==> src/rtl/shreg_pkg.sv <==
// rtl/shreg_pkg.sv - shared types and defaults for the shreg serial link
package shreg_pkg;

  localparam int SHREG_WIDTH = 8;

  typedef enum logic {
    IDLE  = 1'b0,
    SHIFT = 1'b1
  } state_t;

endpackage

==> src/rtl/shreg_rx_if.sv <==
// rtl/shreg_rx_if.sv - serial input and parallel word handshake bundle of shreg_rx
interface shreg_rx_if
  import shreg_pkg::*;
#(
  parameter int WIDTH = SHREG_WIDTH
);

  logic             sin;
  logic             sfr;
  logic             ready;
  logic             ovr_clr;
  logic [WIDTH-1:0] q;
  logic             valid;
  logic             ovr;
  logic             abort;
  logic             busy;

  modport master (
    output sin, sfr, ready, ovr_clr,
    input  q, valid, ovr, abort, busy
  );

  modport slave (
    input  sin, sfr, ready, ovr_clr,
    output q, valid, ovr, abort, busy
  );

endinterface

==> src/rtl/shreg_rx_core.sv <==
// rtl/shreg_rx_core.sv - shift register and bit counter of shreg_rx
// word_o is the register contents with sin_i already shifted in, i.e. the full word on the last bit.
module shreg_rx_core
  import shreg_pkg::*;
#(
  parameter int WIDTH     = SHREG_WIDTH,
  parameter bit MSB_FIRST = 1'b1
) (
  input  logic             clk,
  input  logic             rst_n,
  input  logic             sin_i,
  input  logic             start_i,
  input  logic             shift_i,
  input  logic             clr_i,
  output logic             last_o,
  output logic [WIDTH-1:0] word_o
);

  localparam int CW = $clog2(WIDTH);

  logic [WIDTH-1:0] sr_q, sr_d, shifted, first;
  logic [CW-1:0]    cnt_q, cnt_d;

  always_comb begin
    if (MSB_FIRST) begin
      shifted = {sr_q[WIDTH-2:0], sin_i};
      first   = {{(WIDTH-1){1'b0}}, sin_i};
    end else begin
      shifted = {sin_i, sr_q[WIDTH-1:1]};
      first   = {sin_i, {(WIDTH-1){1'b0}}};
    end
  end

  always_comb begin
    sr_d  = sr_q;
    cnt_d = cnt_q;
    if (start_i) begin
      sr_d  = first;
      cnt_d = CW'(1);
    end else if (clr_i) begin
      sr_d  = '0;
      cnt_d = '0;
    end else if (shift_i) begin
      sr_d  = shifted;
      cnt_d = cnt_q + CW'(1);
    end
  end

  always_ff @(posedge clk or negedge rst_n) begin
    if (!rst_n) begin
      sr_q  <= '0;
      cnt_q <= '0;
    end else begin
      sr_q  <= sr_d;
      cnt_q <= cnt_d;
    end
  end

  assign last_o = (cnt_q == CW'(WIDTH - 1));
  assign word_o = shifted;

endmodule

==> src/rtl/shreg_rx.sv <==
// rtl/shreg_rx.sv - serial-in/parallel-out receiver with valid/ready output, overrun and abort flags
module shreg_rx
  import shreg_pkg::*;
#(
  parameter int WIDTH     = SHREG_WIDTH,
  parameter bit MSB_FIRST = 1'b1
) (
  input  logic      clk,
  input  logic      rst_n,
  shreg_rx_if.slave bus
);

  state_t           state_q, state_d;
  logic [WIDTH-1:0] word_q, word_d;
  logic             valid_q, valid_d;
  logic             ovr_q, ovr_d;
  logic             abort_q, abort_d;
  logic             core_start, core_shift, core_clr, core_last;
  logic [WIDTH-1:0] core_word;

  shreg_rx_core #(
    .WIDTH     (WIDTH),
    .MSB_FIRST (MSB_FIRST)
  ) u_core (
    .clk     (clk),
    .rst_n   (rst_n),
    .sin_i   (bus.sin),
    .start_i (core_start),
    .shift_i (core_shift),
    .clr_i   (core_clr),
    .last_o  (core_last),
    .word_o  (core_word)
  );

  always_comb begin
    state_d    = state_q;
    word_d     = word_q;
    valid_d    = valid_q;
    ovr_d      = ovr_q;
    abort_d    = 1'b0;
    core_start = 1'b0;
    core_shift = 1'b0;
    core_clr   = 1'b0;
    if (valid_q && bus.ready) valid_d = 1'b0;
    if (bus.ovr_clr) ovr_d = 1'b0;
    case (state_q)
      IDLE: begin
        if (bus.sfr) begin
          core_start = 1'b1;
          state_d    = SHIFT;
        end
      end
      SHIFT: begin
        // A new strobe mid-frame restarts the frame with sin as its bit 0.
        if (bus.sfr) begin
          core_start = 1'b1;
          abort_d    = 1'b1;
        end else if (core_last) begin
          core_clr = 1'b1;
          word_d   = core_word;
          valid_d  = 1'b1;
          if (valid_q && !bus.ready) ovr_d = 1'b1;
          state_d  = IDLE;
        end else begin
          core_shift = 1'b1;
        end
      end
      default: state_d = IDLE;
    endcase
  end

  always_ff @(posedge clk or negedge rst_n) begin
    if (!rst_n) begin
      state_q <= IDLE;
      word_q  <= '0;
      valid_q <= 1'b0;
      ovr_q   <= 1'b0;
      abort_q <= 1'b0;
    end else begin
      state_q <= state_d;
      word_q  <= word_d;
      valid_q <= valid_d;
      ovr_q   <= ovr_d;
      abort_q <= abort_d;
    end
  end

  assign bus.q     = word_q;
  assign bus.valid = valid_q;
  assign bus.ovr   = ovr_q;
  assign bus.abort = abort_q;
  assign bus.busy  = (state_q == SHIFT);

endmodule

==> src/flat_wrapper.sv <==
// flat-port wrapper written by rule: the top's interface ports become plain ports
module shreg_rx_flat import shreg_pkg::*;
#(
  parameter int WIDTH     = SHREG_WIDTH,
  parameter bit MSB_FIRST = 1'b1
)
  (clk, rst_n, bus_sin, bus_sfr, bus_ready, bus_ovr_clr, bus_q, bus_valid, bus_ovr, bus_abort, bus_busy);
  shreg_rx_if #(.WIDTH(WIDTH)) bus_i ();
  input  logic clk;
  input  logic rst_n;
  input wire logic [$bits(bus_i.sin)-1:0] bus_sin;
  input wire logic [$bits(bus_i.sfr)-1:0] bus_sfr;
  input wire logic [$bits(bus_i.ready)-1:0] bus_ready;
  input wire logic [$bits(bus_i.ovr_clr)-1:0] bus_ovr_clr;
  output wire logic [$bits(bus_i.q)-1:0] bus_q;
  output wire logic [$bits(bus_i.valid)-1:0] bus_valid;
  output wire logic [$bits(bus_i.ovr)-1:0] bus_ovr;
  output wire logic [$bits(bus_i.abort)-1:0] bus_abort;
  output wire logic [$bits(bus_i.busy)-1:0] bus_busy;
  assign bus_i.sin = bus_sin;
  assign bus_i.sfr = bus_sfr;
  assign bus_i.ready = bus_ready;
  assign bus_i.ovr_clr = bus_ovr_clr;
  assign bus_q = bus_i.q;
  assign bus_valid = bus_i.valid;
  assign bus_ovr = bus_i.ovr;
  assign bus_abort = bus_i.abort;
  assign bus_busy = bus_i.busy;
  shreg_rx #(.WIDTH(WIDTH), .MSB_FIRST(MSB_FIRST)) u_core (.clk(clk), .rst_n(rst_n), .bus(bus_i));
endmodule
==> config.mk <==
export PLATFORM = sky130hd
export DESIGN_NAME = shreg_rx_flat
export DESIGN_NICKNAME = d
export VERILOG_FILES = /design/src/rtl/shreg_pkg.sv /design/src/rtl/shreg_rx_if.sv /design/src/rtl/shreg_rx_core.sv /design/src/rtl/shreg_rx.sv /design/src/flat_wrapper.sv
export SDC_FILE = /design/constraint.sdc
export NUM_CORES = 1
export LEC_CHECK = 0
export ABC_CLOCK_PERIOD_IN_PS = 2250
export BUFFER_PORTS_ARGS = -buffer_cell sky130_fd_sc_hd__buf_4
export CAP_MARGIN = 15
export CORE_ASPECT_RATIO = 0.8
export CORE_MARGIN = 3
export CORE_UTILIZATION = 44
export CTS_BUF_LIST = sky130_fd_sc_hd__clkbuf_4
export CTS_CLUSTER_DIAMETER = 30
export DETAILED_ROUTE_END_ITERATION = 12
export GPL_TIMING_DRIVEN = 0
export PLACE_DENSITY = 0.66
export SETUP_SLACK_MARGIN = 0.05
export SYNTH_ARGS = -nofsm -noshare
export SYNTH_HDL_FRONTEND = slang
export SYNTH_SLANG_ARGS = --single-unit
==> constraint.sdc <==
create_clock -name clk -period 2.25 [get_ports clk]
set_clock_uncertainty 0.1 [all_clocks]
set_input_delay 0.3375 -clock clk [delete_from_list [all_inputs] [get_ports clk]]
set_output_delay 0.3375 -clock clk [all_outputs]
set_load 0.02 [all_outputs]
==> summary.md <==
| Metric | Value |
|---|---|
| Synth area leader | dfrtp_1 |
| DRC Markers | 0 |
| Area delta synth->final | 21.4% |
| Setup-failing EPs final | 0 |
| Post-CTS Resized | 0 |
| Static Leak | 0.555 nW |
| R2r endpoint | u_core.bus.q[5] |
| Row cnt | 14 |
| Post CTS Setup Buffer Count | 0 |
| Top cells by count, synth | dfrtp_1, mux2_2, a21oi_1, nand2_1, nand3b_1 |
| First-pass GRT wire length | approximately 2700 um |
| Yosys reg bits | 22 |
| Post-Route Setup TNS | 0 ns |
| Die W | 56.7 um |
| Full die area | 2640 um^2 |
| Worst Hold Launch | bus_ovr_clr |
| Vias in the first global route | 570 |
| WP data required | ~2.3 ns |
| H-tree depth | 1 |
| Synth warnings | 0 |
| IO buf count | 17 |
| Reg2reg start | u_core.u_core.cnt_q[0] |
| Type of the tightest min-delay check | in2reg |
| Clk slew on worst S/H paths | 0.11 ns |
| Synth Flop Type | dfrtp_1 |
| Maxcap violations | 0 |
| DR vias | 600 |
| Routed Antenna Nets | 0 |
| Critical path class | reg2reg |
| Period minus WS final | 1.72 ns |
| CP Max Fanout | 9 |
| Cells after Synth | a little over 70 |
| Instance area at placement | 1060 um^2 |
| Drt first-iter violations | 5 |
| Largest net degree at the start of global routing | 23 |
| Final hold violation count | 0 |
| Layout cells sized above 1 | roughly a third |
| Die height | 46.6 um |
| Hold slack | 0.109 ns |
| Clock latency on the worst-skew pair | 0.31 ns |
| Final core utilization | 57.5% |
| Initial antenna violation count | 0 |
| Power per cell area | around 800 nW/um^2 |
| Number of synthesized flops with an enable pin | 0 |
| Top-count cell post-synth | dfrtp_1 |
| Synth cell types | 21 |
| Clock sink count | 22 |
| Final Cycle Share | 76.6% |
| Total grt overflow | 0 |
| Pins over their slew limit | 0 |
| Worst Setup End Kind | register |
| Hold worst-path end | u_core.bus.ovr |
| I/O pin count | 18 |
| Starting Density | 47.4% |
| Synth top area share | between 60% and 70% |
| Synthesized cell area | 905 um^2 |
| Element type at the critical path start | register |
| Syn Area/Cell | 12.6 um^2 |
| Wire per inst | 13.2 um |
| Top post-synthesis cells by area | dfrtp_1, mux2_2, ha_1, nand3b_1, a21oi_1 |
| Longest Clk Path Bufs | 2 |
| Core area | 1910 um^2 |
| RSZ-0062 raised after global routing | false |
| FMAX | 0.580 GHz |
| Worst-Margin Slew | about 0.42 ns |
| GP Congestion | 0.722 |
| R2r setup slk | 0.53 ns |
| Total track usage | around 13% |
| Crit path DAT | between 1.5 and 2 ns |
| Post-synthesis net count | 81 |
| CTS Root Cell | clkbuf_4 |
| Overall routed net length | approximately 1600 um |
| Outcome | finished, final reports clean |
| CTS tree | yes |
| Number of diodes | 0 |
| DRT Pass-1 Iters | 4 |
| Final instance area | 1100 um^2 |
| Slew HR | 72.1% |
| Path depth of the worst reg2reg path | 4 |
| Max IR drop VDD | 0.548 mV |
| Post-synth ARST share | 100% |
| Sequential area share after synthesis | 60.9% |
| Final Net Count | between 100 and 150 |
| CTS buffer count | 3 |
| Routed vias/inst | slightly above 5 |
| Hold path depth | 2 |
sequential cells by signal, indices dropped and copies added (netlist names):
name and flops:
u_core.bus.q 8, u_core.u_core.sr_q 7, u_core.u_core.cnt_q 3, u_core.bus.abort 1, u_core.bus.busy 1, u_core.bus.ovr 1, u_core.bus.valid 1
layout make-up:
| class | instances | area [um^2] |
|---|---|---|
| Tap cell | 24 | 30.0 |
| Clock inverter | 1 | 3.75 |
| Fill cell | 163 | 811 |
| Multi-Input combinational cell | 46 | 338 |
| Buffer | 2 | 8.76 |
| Timing Repair Buffer | 18 | 138 |
| Clock buffer | 3 | 22.5 |
| Inverter | 2 | 7.51 |
| Sequential cell | 22 | 551 |
critical path, stage by stage (launching register included):
cell and delay (ns):
dfrtp_1 0.41, ha_1 0.22, ha_1 0.28, nand2_2 0.23
mux2_2 0.37
power by group:
part	internal, mW	leakage, nW	switching (mW)	total (mW)
registers	0.448	0.288	0.0308	0.478
logic	0.104	0.252	0.108	0.213
clock network	0.0647	0.0154	0.114	0.179
total	0.617	0.555	0.253	0.870
stage by stage:
step	instances	power (mW)	setup slack [ns]
after floorplan	72	0.608	0.702
after global placement	113	0.695	0.547
after detailed placement	113	0.701	0.538
after CTS	118	0.882	0.521
after global routing	118	0.927	0.428
final	118	0.870	0.526
logic make-up after synthesis:
logic type      synth area share [%]
buf+inv                         1.80
mux                             11.1
flops                           60.9
fa+ha+maj                       4.15
compound gates                  7.19
simple gates                    14.9
layer usage:
| metal | global-route usage [%] | wire [um] | part of all wire [%] |
|---|---|---|---|
| met5 | 0 | 0 | 0 |
| met4 | 4.27 | 0 | 0 |
| met3 | 5.04 | 93 | 6.0 |
| met2 | 20.0 | 657 | 42 |
| met1 | 18.3 | 811 | 52 |
cell usage in the layout (no fill, tap or decap), types with 2 or more instances in the layout:
cell type  count
nand2_1        5
ha_1           3
clkbuf_4       3
inv_1          2
nor2_1         4
nand3b_1       5
buf_4         17
a21oi_1        7
mux2_2         8
dfrtp_1       22
nand2b_1       3
nor2b_1        2
timing repair:
action	CTS	global route
endpoints found under the setup margin	0	0
endpoints found under the hold margin	22	0
hold buffers	1	0
worst max-delay path by stage:
stage               slack (ns)  depth (start not counted)              startpoint         endpoint
floorplan                 0.70                          4  u_core.u_core.cnt_q[0]  u_core.bus.q[0]
global placement          0.55                          4  u_core.u_core.cnt_q[0]  u_core.bus.q[6]
detailed placement        0.54                          4  u_core.u_core.cnt_q[0]  u_core.bus.q[2]
CTS                       0.52                          4  u_core.u_core.cnt_q[0]  u_core.bus.q[5]
global route              0.43                          4  u_core.u_core.cnt_q[0]  u_core.bus.q[5]
finish                    0.53                          4  u_core.u_core.cnt_q[0]  u_core.bus.q[5]
Power figures use the tool's default switching activity.
